[src/rtl/a5_1_pkg.sv]
// Shared constants, state encoding and helpers for the A5/1 stream decryptor.
package a5_1_pkg;

  localparam int unsigned R1_LEN = 19;
  localparam int unsigned R2_LEN = 22;
  localparam int unsigned R3_LEN = 23;

  localparam logic [R1_LEN-1:0] R1_TAPS = 19'h72000;
  localparam logic [R2_LEN-1:0] R2_TAPS = 22'h300000;
  localparam logic [R3_LEN-1:0] R3_TAPS = 23'h700080;

  localparam int unsigned R1_CLK = 8;
  localparam int unsigned R2_CLK = 10;
  localparam int unsigned R3_CLK = 10;

  localparam int unsigned KEY_BITS   = 64;
  localparam int unsigned FRAME_BITS = 22;

  // Wide enough for step counts up to 255 and payload lengths up to 255.
  localparam int unsigned CNT_W = 8;

  typedef enum logic [2:0] {
    IDLE,
    LOAD_KEY,
    LOAD_FRAME,
    MIX,
    RUN
  } state_e;

  // Majority of three bits.
  function automatic logic maj3(input logic a, input logic b, input logic c);
    return (a & b) | (a & c) | (b & c);
  endfunction

endpackage

[src/rtl/a5_1_stream_decrypt_if.sv]
// Control, ciphertext-in and plaintext-out signals of the decryptor.
interface a5_1_stream_decrypt_if;
  import a5_1_pkg::*;

  logic                  start;
  logic [KEY_BITS-1:0]   key;
  logic [FRAME_BITS-1:0] frame;
  logic                  busy;
  logic                  cipher_valid;
  logic                  cipher_bit;
  logic                  cipher_ready;
  logic                  plain_valid;
  logic                  plain_bit;
  logic                  plain_last;
  logic                  plain_ready;
  logic                  done;

  // Environment side: drives control, ciphertext and sink readiness.
  modport master (
    output start, key, frame, cipher_valid, cipher_bit, plain_ready,
    input  busy, cipher_ready, plain_valid, plain_bit, plain_last, done
  );

  // Decryptor side.
  modport slave (
    input  start, key, frame, cipher_valid, cipher_bit, plain_ready,
    output busy, cipher_ready, plain_valid, plain_bit, plain_last, done
  );

endinterface

[src/rtl/a5_1_lfsr_core.sv]
// The three A5/1 LFSRs with clear, lock-step load and majority stepping.
module a5_1_lfsr_core
  import a5_1_pkg::*;
(
  input  logic clk,
  input  logic rst_n,
  input  logic clr_i,
  input  logic step_all_i,
  input  logic step_maj_i,
  input  logic in_bit_i,
  output logic ks_bit_c
);

  logic [R1_LEN-1:0] r1_q, r1_d, r1_all, r1_maj;
  logic [R2_LEN-1:0] r2_q, r2_d, r2_all, r2_maj;
  logic [R3_LEN-1:0] r3_q, r3_d, r3_all, r3_maj;
  logic              maj;

  assign maj = maj3(r1_q[R1_CLK], r2_q[R2_CLK], r3_q[R3_CLK]);

  // Lock-step values: every register shifts, input bit folded into feedback.
  assign r1_all = {r1_q[R1_LEN-2:0], (^(r1_q & R1_TAPS)) ^ in_bit_i};
  assign r2_all = {r2_q[R2_LEN-2:0], (^(r2_q & R2_TAPS)) ^ in_bit_i};
  assign r3_all = {r3_q[R3_LEN-2:0], (^(r3_q & R3_TAPS)) ^ in_bit_i};

  // Majority-clocked values: only registers whose clock bit agrees shift.
  assign r1_maj = (r1_q[R1_CLK] == maj) ? {r1_q[R1_LEN-2:0], ^(r1_q & R1_TAPS)} : r1_q;
  assign r2_maj = (r2_q[R2_CLK] == maj) ? {r2_q[R2_LEN-2:0], ^(r2_q & R2_TAPS)} : r2_q;
  assign r3_maj = (r3_q[R3_CLK] == maj) ? {r3_q[R3_LEN-2:0], ^(r3_q & R3_TAPS)} : r3_q;

  // Keystream bit produced by the next majority step (post-step output).
  assign ks_bit_c = r1_maj[R1_LEN-1] ^ r2_maj[R2_LEN-1] ^ r3_maj[R3_LEN-1];

  // Next register contents; clear wins over stepping.
  always_comb begin
    r1_d = r1_q;
    r2_d = r2_q;
    r3_d = r3_q;
    if (clr_i) begin
      r1_d = '0;
      r2_d = '0;
      r3_d = '0;
    end else if (step_all_i) begin
      r1_d = r1_all;
      r2_d = r2_all;
      r3_d = r3_all;
    end else if (step_maj_i) begin
      r1_d = r1_maj;
      r2_d = r2_maj;
      r3_d = r3_maj;
    end
  end

  // Register update with synchronous reset.
  always_ff @(posedge clk) begin
    if (!rst_n) begin
      r1_q <= '0;
      r2_q <= '0;
      r3_q <= '0;
    end else begin
      r1_q <= r1_d;
      r2_q <= r2_d;
      r3_q <= r3_d;
    end
  end

endmodule

[src/rtl/a5_1_stream_decrypt.sv]
// Bit-serial A5/1 decryptor: key/frame load, mixing, then handshaked XOR stream.
module a5_1_stream_decrypt
  import a5_1_pkg::*;
#(
  parameter int unsigned KS_LEN     = 114,
  parameter int unsigned MIX_CYCLES = 100
) (
  input  logic                  clk,
  input  logic                  rst_n,
  a5_1_stream_decrypt_if.slave  io
);

  state_e                state_q, state_d;
  logic [CNT_W-1:0]      step_cnt_q, step_cnt_d;
  logic [CNT_W-1:0]      bit_cnt_q, bit_cnt_d;
  logic [KEY_BITS-1:0]   key_q, key_d;
  logic [FRAME_BITS-1:0] frame_q, frame_d;
  logic                  busy_q, busy_d;
  logic                  plain_valid_q, plain_valid_d;
  logic                  plain_bit_q, plain_bit_d;
  logic                  plain_last_q, plain_last_d;
  logic                  done_q, done_d;

  logic clr, step_all, step_maj, in_bit, ks_bit_c;
  logic cipher_ready_c, load, accept;

  a5_1_lfsr_core u_core (
    .clk        (clk),
    .rst_n      (rst_n),
    .clr_i      (clr),
    .step_all_i (step_all),
    .step_maj_i (step_maj),
    .in_bit_i   (in_bit),
    .ks_bit_c   (ks_bit_c)
  );

  assign io.busy         = busy_q;
  assign io.cipher_ready = cipher_ready_c;
  assign io.plain_valid  = plain_valid_q;
  assign io.plain_bit    = plain_bit_q;
  assign io.plain_last   = plain_last_q;
  assign io.done         = done_q;

  // Next-state, LFSR control and handshake logic.
  always_comb begin
    state_d        = state_q;
    step_cnt_d     = step_cnt_q;
    bit_cnt_d      = bit_cnt_q;
    key_d          = key_q;
    frame_d        = frame_q;
    busy_d         = busy_q;
    plain_valid_d  = plain_valid_q;
    plain_bit_d    = plain_bit_q;
    plain_last_d   = plain_last_q;
    done_d         = 1'b0;
    clr            = 1'b0;
    step_all       = 1'b0;
    step_maj       = 1'b0;
    in_bit         = 1'b0;
    cipher_ready_c = 1'b0;
    load           = 1'b0;
    accept         = plain_valid_q && io.plain_ready;

    case (state_q)
      IDLE: begin
        if (io.start) begin
          key_d      = io.key;
          frame_d    = io.frame;
          clr        = 1'b1;
          step_cnt_d = '0;
          bit_cnt_d  = '0;
          busy_d     = 1'b1;
          state_d    = LOAD_KEY;
        end
      end
      LOAD_KEY: begin
        // Key bits are consumed LSB first by shifting the latched copy.
        step_all = 1'b1;
        in_bit   = key_q[0];
        key_d    = key_q >> 1;
        if (step_cnt_q == CNT_W'(KEY_BITS - 1)) begin
          step_cnt_d = '0;
          state_d    = LOAD_FRAME;
        end else begin
          step_cnt_d = step_cnt_q + CNT_W'(1);
        end
      end
      LOAD_FRAME: begin
        step_all = 1'b1;
        in_bit   = frame_q[0];
        frame_d  = frame_q >> 1;
        if (step_cnt_q == CNT_W'(FRAME_BITS - 1)) begin
          step_cnt_d = '0;
          state_d    = MIX;
        end else begin
          step_cnt_d = step_cnt_q + CNT_W'(1);
        end
      end
      MIX: begin
        step_maj = 1'b1;
        if (step_cnt_q == CNT_W'(MIX_CYCLES - 1)) begin
          step_cnt_d = '0;
          state_d    = RUN;
        end else begin
          step_cnt_d = step_cnt_q + CNT_W'(1);
        end
      end
      RUN: begin
        cipher_ready_c = (bit_cnt_q != CNT_W'(KS_LEN)) && (!plain_valid_q || io.plain_ready);
        load           = io.cipher_valid && cipher_ready_c;
        if (load) begin
          // Keystream advances only on an accepted ciphertext bit.
          step_maj      = 1'b1;
          plain_bit_d   = io.cipher_bit ^ ks_bit_c;
          plain_valid_d = 1'b1;
          plain_last_d  = (bit_cnt_q == CNT_W'(KS_LEN - 1));
          bit_cnt_d     = bit_cnt_q + CNT_W'(1);
        end else if (accept) begin
          plain_valid_d = 1'b0;
          plain_last_d  = 1'b0;
          if (plain_last_q) begin
            done_d  = 1'b1;
            busy_d  = 1'b0;
            state_d = IDLE;
          end
        end
      end
      default: state_d = IDLE;
    endcase
  end

  // State and output registers with synchronous reset.
  always_ff @(posedge clk) begin
    if (!rst_n) begin
      state_q       <= IDLE;
      step_cnt_q    <= '0;
      bit_cnt_q     <= '0;
      key_q         <= '0;
      frame_q       <= '0;
      busy_q        <= 1'b0;
      plain_valid_q <= 1'b0;
      plain_bit_q   <= 1'b0;
      plain_last_q  <= 1'b0;
      done_q        <= 1'b0;
    end else begin
      state_q       <= state_d;
      step_cnt_q    <= step_cnt_d;
      bit_cnt_q     <= bit_cnt_d;
      key_q         <= key_d;
      frame_q       <= frame_d;
      busy_q        <= busy_d;
      plain_valid_q <= plain_valid_d;
      plain_bit_q   <= plain_bit_d;
      plain_last_q  <= plain_last_d;
      done_q        <= done_d;
    end
  end

endmodule

[src/flat_wrapper.sv]
// flat-port wrapper written by rule: the top's interface ports become plain ports
module a5_1_stream_decrypt_flat import a5_1_pkg::*;
#(
  parameter int unsigned KS_LEN     = 114,
  parameter int unsigned MIX_CYCLES = 100
)
  (clk, rst_n, io_start, io_key, io_frame, io_cipher_valid, io_cipher_bit, io_plain_ready, io_busy, io_cipher_ready, io_plain_valid, io_plain_bit, io_plain_last, io_done);
  a5_1_stream_decrypt_if io_i ();
  input  logic clk;
  input  logic rst_n;
  input wire logic [$bits(io_i.start)-1:0] io_start;
  input wire logic [$bits(io_i.key)-1:0] io_key;
  input wire logic [$bits(io_i.frame)-1:0] io_frame;
  input wire logic [$bits(io_i.cipher_valid)-1:0] io_cipher_valid;
  input wire logic [$bits(io_i.cipher_bit)-1:0] io_cipher_bit;
  input wire logic [$bits(io_i.plain_ready)-1:0] io_plain_ready;
  output wire logic [$bits(io_i.busy)-1:0] io_busy;
  output wire logic [$bits(io_i.cipher_ready)-1:0] io_cipher_ready;
  output wire logic [$bits(io_i.plain_valid)-1:0] io_plain_valid;
  output wire logic [$bits(io_i.plain_bit)-1:0] io_plain_bit;
  output wire logic [$bits(io_i.plain_last)-1:0] io_plain_last;
  output wire logic [$bits(io_i.done)-1:0] io_done;
  assign io_i.start = io_start;
  assign io_i.key = io_key;
  assign io_i.frame = io_frame;
  assign io_i.cipher_valid = io_cipher_valid;
  assign io_i.cipher_bit = io_cipher_bit;
  assign io_i.plain_ready = io_plain_ready;
  assign io_busy = io_i.busy;
  assign io_cipher_ready = io_i.cipher_ready;
  assign io_plain_valid = io_i.plain_valid;
  assign io_plain_bit = io_i.plain_bit;
  assign io_plain_last = io_i.plain_last;
  assign io_done = io_i.done;
  a5_1_stream_decrypt #(.KS_LEN(KS_LEN), .MIX_CYCLES(MIX_CYCLES)) u_core (.clk(clk), .rst_n(rst_n), .io(io_i));
endmodule
[config.mk]
export PLATFORM = sky130hd
export DESIGN_NAME = a5_1_stream_decrypt_flat
export DESIGN_NICKNAME = d
export VERILOG_FILES = /design/src/rtl/a5_1_pkg.sv /design/src/rtl/a5_1_stream_decrypt_if.sv /design/src/rtl/a5_1_lfsr_core.sv /design/src/rtl/a5_1_stream_decrypt.sv /design/src/flat_wrapper.sv
export SDC_FILE = /design/constraint.sdc
export NUM_CORES = 1
export LEC_CHECK = 0
export BUFFER_PORTS_ARGS = -buffer_cell sky130_fd_sc_hd__buf_2
export CAP_MARGIN = 30
export CORE_ASPECT_RATIO = 1.75
export CORE_MARGIN = 1
export CORE_UTILIZATION = 25
export CTS_CLUSTER_SIZE = 8
export DETAILED_ROUTE_END_ITERATION = 7
export PLACE_DENSITY = 0.4
export REMOVE_ABC_BUFFERS = 1
export SETUP_SLACK_MARGIN = 0.3
export SYNTH_ARGS = -nofsm -noshare
export SYNTH_HDL_FRONTEND = slang
export SYNTH_SLANG_ARGS = --single-unit
export TNS_END_PERCENT = 5
[constraint.sdc]
create_clock -name clk -period 3.2 [get_ports clk]
set_clock_uncertainty 0.05 [all_clocks]
set_input_delay 0.48 -clock clk [delete_from_list [all_inputs] [get_ports clk]]
set_output_delay 0.48 -clock clk [all_outputs]
set_load 0.05 [all_outputs]
==> results of run 1 <==
## worst register-to-register path: cells and delay by family (launching register included)
kind,cells,cell delay [ns]
compound gates,4,0.84
buf+inv,1,0.56
simple gates,1,0.53
flops,1,0.41
## synth_stat cells (all sizes together) (3+ instances only)
cell	n
buf	22
a211oi	9
xnor2	14
a311oi	85
nand2	189
ha	8
xor2	4
or3b	4
clkbuf	66
or3	3
inv	6
nor2	106
a21oi	79
nand3	68
and2	6
mux2i	10
nor3b	3
dfxtp	174
o21ai	72
and3	3
a31oi	4
nor3	9
## registers in the layout, summed over array words and instances, names as in the netlist
signal                 cells
u_core.key_q              64
u_core.u_core.r3_q        23
u_core.frame_q            22
u_core.u_core.r2_q        22
u_core.u_core.r1_q        19
u_core.bit_cnt_q           8
u_core.step_cnt_q          8
u_core.state_q             3
u_core.io.busy             1
u_core.io.done             1
u_core.io.plain_bit        1
u_core.io.plain_last       1
u_core.io.plain_valid      1
## final timing paths
kind | depth (start not counted) | start | end | slack (ns)
hold / removal | 3 | io_key[14] | u_core.key_q[14]$_SDFFE_PN0P_ | 0.24
setup reg to reg | 6 | u_core.state_q[1]$_SDFFE_PN0P_ | u_core.u_core.r3_q[11]$_SDFFE_PP0P_ | 0.72
setup / recovery | 4 | u_core.state_q[1]$_SDFFE_PN0P_ | io_cipher_ready | 0.47
hold reg to reg | 2 | u_core.u_core.r3_q[6]$_SDFFE_PP0P_ | u_core.u_core.r3_q[7]$_SDFFE_PP0P_ | 0.41
## through the flow
stage | instances | cell area, µm²
after floorplan | 889 | 7370
after global placement | 1388 | 8520
after detailed placement | 1388 | 8520
after CTS | 1418 | 9140
after global routing | 1418 | 9140
final | 1418 | 9140
## power groups by stage
stage | clock network, mW | registers (mW) | logic, mW
final | 2.23 | 2.99 | 2.53
after global routing | 2.40 | 3.07 | 2.88
after CTS | 2.32 | 3.00 | 2.59
after detailed placement | 0 | 3.03 | 2.59
after global placement | 0 | 3.04 | 2.59
after floorplan | 0 | 2.97 | 1.77
## kinds of logic after synthesis
| group | synth area share (%) |
|---|---|
| compound gates | 22.6 |
| buf+inv | 5.29 |
| simple gates | 22.3 |
| flops | 44.9 |
| mux | 1.44 |
| fa+ha+maj | 1.42 |
| xor+xnor | 2.03 |
## final cells by class
cell class                 instances  area, µm²  area share (%)
inverter                           7       26.3           0.288
multi-input combinational        708       3890            42.6
clock buffer                      24        482            5.27
sequential                       174       3480            38.1
clock inverter                     6        133            1.45
timing repair buffer             108        631            6.90
tap                              391        489            5.36
## layer usage
metal / global-route usage (%) / routed length (µm) / share of wire [%]
met1: 15.4 / 8930 / 43
met3: 3.95 / 902 / 4.4
met2: 24.1 / 10600 / 51
met5: 0 / 10 / 0.048
met4: 4.80 / 286 / 1.4
==> impl_metrics.tcl, run 1 <==
set metrics [dict create \
    startpoint_type "register" \
    synth_edf_count 0 \
    ys_types 57 \
    core_um2 30600 \
    async_flop_share_pct 0 \
    switching_share_pct 37.0 \
    tightest_slew_ns 0.959 \
    drv_slew 0 \
    layout_commonest_cell "nand2_1" \
    holdBufCountCts 0 \
    combPwrFrac_pct 32.6 \
    outcome "completed" \
    wl_per_cell_um 14.6 \
    antenna_cells 0 \
    worst_slack_ns 0.472 \
    cp_cell_sequence "or3b_1 -> a21o_1 -> a21oi_1 -> buf_2" \
    ys_seq_area_share_pct 44.9 \
    crit_slowest_cell "or3b_1" \
    routabilityCongestion 0.695 \
    layout_common_cells "nand2_1, dfxtp_1, nor2_1" \
    cts_max_path_buffers 2 \
    netlist.area_leader.share_pct 44.9 \
    nets 1116 \
    post-route-drc-count 0 \
    drtIter0Drc 485 \
    synth_seq_cells 174 \
    ios 98 \
    cap_violations 0 \
    cts_max_level 4 \
    vias_per_cell 4.92 \
    cts_made_buffers 17 \
    dr.pass1.iters 5 \
    yosys_warnings 0 \
    synth_area_um2 7760 \
    setup_viol 0 \
    cpPeakStageDelay_ns 0.53 \
    path_buf_inv 1 \
    die_y_um 235 \
    setup_tns_ns 0 \
    num_vias 6970 \
    root_buffer "clkbuf_16" \
    p_clk_share_pct 28.8 \
    antenna_left 0 \
    antenna_found_initial 1 \
    syn2layout_area_growth_pct 17.8 \
    fin_crit_sh_pct 85.2 \
    hold-worst-slack_ns 0.238 \
    synth.largest_area_cell "dfxtp_1" \
    hold_class "primary input to register" \
    grt_pass1_vias 6908 \
    place_ws_ns 0.718 \
    grt-ovfl-total 0 \
    vdd_drop_max_v 0.000473 \
    ys.flop_type "dfxtp_1" \
    die_w_um 135 \
    rsz0062_at_grt "false" \
    wirelength_um 20700 \
    cts_tree "done" \
    worstPathRequired_ns 2.67 \
    p_int_mw 4.88 \
    fin_util_pct 29.8 \
    yosys-top-cells-area "dfxtp_1, a311oi_1, nand2_1" \
    dieArea_um2 31800 \
    cts.sinks 174 \
    grt_pass1_wl_um 34700 \
    drive_gt1_share_pct 14.5 \
    end_kind "primary output" \
    slew_headroom_pct 36.1 \
    clk_latency_ns 0.45 \
    seq_power_share_pct 38.6 \
    n_fill_cell 3359 \
    start_util_pct 25.3 \
    cp_top_family "simple AND/OR/NAND/NOR gates" \
    fin_crit_ns 2.73 \
    leakagePower_nw 3.32 \
    dp_hpwl_um 12700 \
    cts_setup_buffers 0 \
    critPathKind "register to primary output" \
    arrival_ns 2.20 \
    path_max_fanout 11 \
    grt_use_total_pct 13.7 \
    grt_max_degree 128 \
    power_switching_mw 2.87 \
    timing.fmax_mhz 367 \
    post_cts_resized 0 \
    clk_pin_slew_ns 0.07 \
    synth_area_per_cell_um2 7.94 \
    portBuffers 97 \
    rows 85 \
    p_total_mw 7.76 \
    synth_cells 977 \
    hold_viol 0 \
    p_per_area_nw_per_um2 849 \
]
(Power assumes the default switching activity.)
==> run 2, diff against run 1 <==
--- a/config.mk
+++ b/config.mk
@@ -9,10 +9,10 @@
 export CAP_MARGIN = 30
 export CORE_ASPECT_RATIO = 1.75
 export CORE_MARGIN = 1
-export CORE_UTILIZATION = 25
+export CORE_UTILIZATION = 62
 export CTS_CLUSTER_SIZE = 8
 export DETAILED_ROUTE_END_ITERATION = 7
-export PLACE_DENSITY = 0.4
+export PLACE_DENSITY = 0.84
 export REMOVE_ABC_BUFFERS = 1
 export SETUP_SLACK_MARGIN = 0.3
 export SYNTH_ARGS = -nofsm -noshare
==> run 2 against run 1 <==
Net effect: clock-buffer cell count shrank 2; maximum frequency shrank 0.41%; die area fell by 59%; register-to-register slack got worse by 0.04 ns; first-iteration DRC count shrank 12%; largest cell class unchanged.
==> impl_metrics.tcl, run 2 (synthesis gave the netlist of run 1 again) <==
set metrics [dict create \
    outcome "completed" \
    place_ws_ns 0.704 \
    nets 1114 \
    n_fill_cell 981 \
    post-route-drc-count 0 \
    routabilityCongestion 0.834 \
    largest_reg_flops 64 \
    worstPathRequired_ns 2.67 \
    reg.largest.list "u_core.key_q x64, u_core.u_core.r3_q x23" \
    setup_viol 0 \
    grt-ovfl-total 0 \
    start_util_pct 64.3 \
    startpoint_type "register" \
    cpPeakStageDelay_ns 0.52 \
    cts_setup_buffers 0 \
    antenna_found_initial 0 \
    drv_slew 0 \
    cp_cell_sequence "or3b_1 -> a21o_1 -> a21oi_1 -> buf_2" \
    multi_input_area_um2 3890 \
    dieArea_um2 13000 \
    holdBufCountCts 0 \
    ios 98 \
    cts.sinks 174 \
    p_total_mw 7.44 \
    timing.fmax_mhz 365 \
    cp_top_family "simple AND/OR/NAND/NOR gates" \
    cts_max_level 4 \
    critPathKind "register to primary output" \
    top_register "u_core.key_q" \
    instances_no_fill 1191 \
    hold_viol 0 \
    num_vias 7043 \
    leakagePower_nw 3.27 \
    layout_commonest_cell "nand2_1" \
    drive_gt1_share_pct 14.6 \
    dr.pass1.iters 5 \
    cts_made_buffers 17 \
    rows 53 \
    worst_slack_ns 0.461 \
    portBuffers 97 \
    post_cts_resized 1 \
    cts_max_path_buffers 2 \
    syn2layout_area_growth_pct 13.2 \
    dp_hpwl_um 10500 \
    end_kind "primary output" \
    layout_common_cells "nand2_1, dfxtp_1, nor2_1" \
    dp.cells 1160 \
    clk_latency_ns 0.42 \
    grt_pass1_wl_um 28500 \
    p_per_area_nw_per_um2 847 \
    fin_crit_ns 2.74 \
    die_y_um 150 \
    crit_slowest_cell "or3b_1" \
    grt_use_total_pct 27.0 \
    fin_crit_sh_pct 85.6 \
    wl_per_cell_um 14.2 \
    die_w_um 86.6 \
    antenna_cells 0 \
    ff_latch_area_um2 3480 \
    vias_per_cell 5.91 \
    arrival_ns 2.21 \
    grt_max_degree 88 \
    hold_class "primary input to register" \
    tightest_slew_ns 0.842 \
    antenna_left 0 \
    wirelength_um 16900 \
    path_max_fanout 16 \
    rsz0062_at_grt "false" \
    slew_headroom_pct 43.9 \
    vdd_drop_max_v 0.000524 \
    core_um2 12100 \
    clk_pin_slew_ns 0.06 \
    grt_pass1_vias 6582 \
    cts_tree "done" \
    path_buf_inv 1 \
    cap_violations 0 \
    root_buffer "clkbuf_16" \
    drtIter0Drc 429 \
]
==> run 2: worst paths after layout <==
kind	start	to	slack, ns	cells after the start
setup / recovery	u_core.state_q[2]$_SDFFE_PN0P_	io_cipher_ready	0.46	4
hold / removal	io_frame[21]	u_core.frame_q[21]$_SDFFE_PN0P_	0.25	3
setup reg to reg	u_core.bit_cnt_q[1]$_SDFFE_PN0P_	u_core.u_core.r1_q[15]$_SDFFE_PP0P_	0.68	7
hold reg to reg	u_core.u_core.r3_q[12]$_SDFFE_PP0P_	u_core.u_core.r3_q[13]$_SDFFE_PP0P_	0.41	2
==> run 2: area by class of cell <==
| cell class | count | share of cell area (%) |
|---|---|---|
| Tap cell | 165 | 2.35 |
| Multi-Input combinational cell | 708 | 44.2 |
| Sequential cell | 174 | 39.7 |
| Timing Repair Buffer | 106 | 6.87 |
| Clock buffer | 22 | 5.28 |
| Inverter | 7 | 0.299 |
| Clock inverter | 9 | 1.28 |
==> run 2: report_power, final <==
part	switching, mW	internal (mW)	leakage, nW	total (mW)
clock	0.834	1.19	0.268	2.02
combinational	1.61	0.810	1.58	2.42
sequential	0.307	2.69	1.42	3.00
==> run 2: worst register-to-register path, stage by stage (launching register included) <==
cell and delay, ns:
dfxtp_1 0.43, ha_1 0.20, or4b_1 0.46, o21a_1 0.28, a21oi_4 0.17, buf_4 0.44, o21ai_0 0.23, a21oi_1 0.19
==> run 2: through the flow <==
stage          area [µm²]  hold slack [ns]  setup TNS, ns  util, %
3_5_place_dp         8210            0.403              0     68.0
5_1_grt              8780            0.261              0     72.8
2_1_floorplan        7370            0.390         -47.27        -
6_report             8780            0.246              0     72.8
4_1_cts              8780            0.235              0     72.8
3_3_place_gp         8210            0.397              0     68.0
==> run 2: layer usage <==
layer / up-vias / wire length, µm / part of all wire (%) / GRT usage [%]
met4: 0 / 319 / 1.9 / 11.6
met2: 160 / 8770 / 52 / 48.3
li1: 3531 / - / - / -
met3: 30 / 718 / 4.2 / 5.35
met5: - / 0 / 0 / 0
met1: 3322 / 7120 / 42 / 30.7
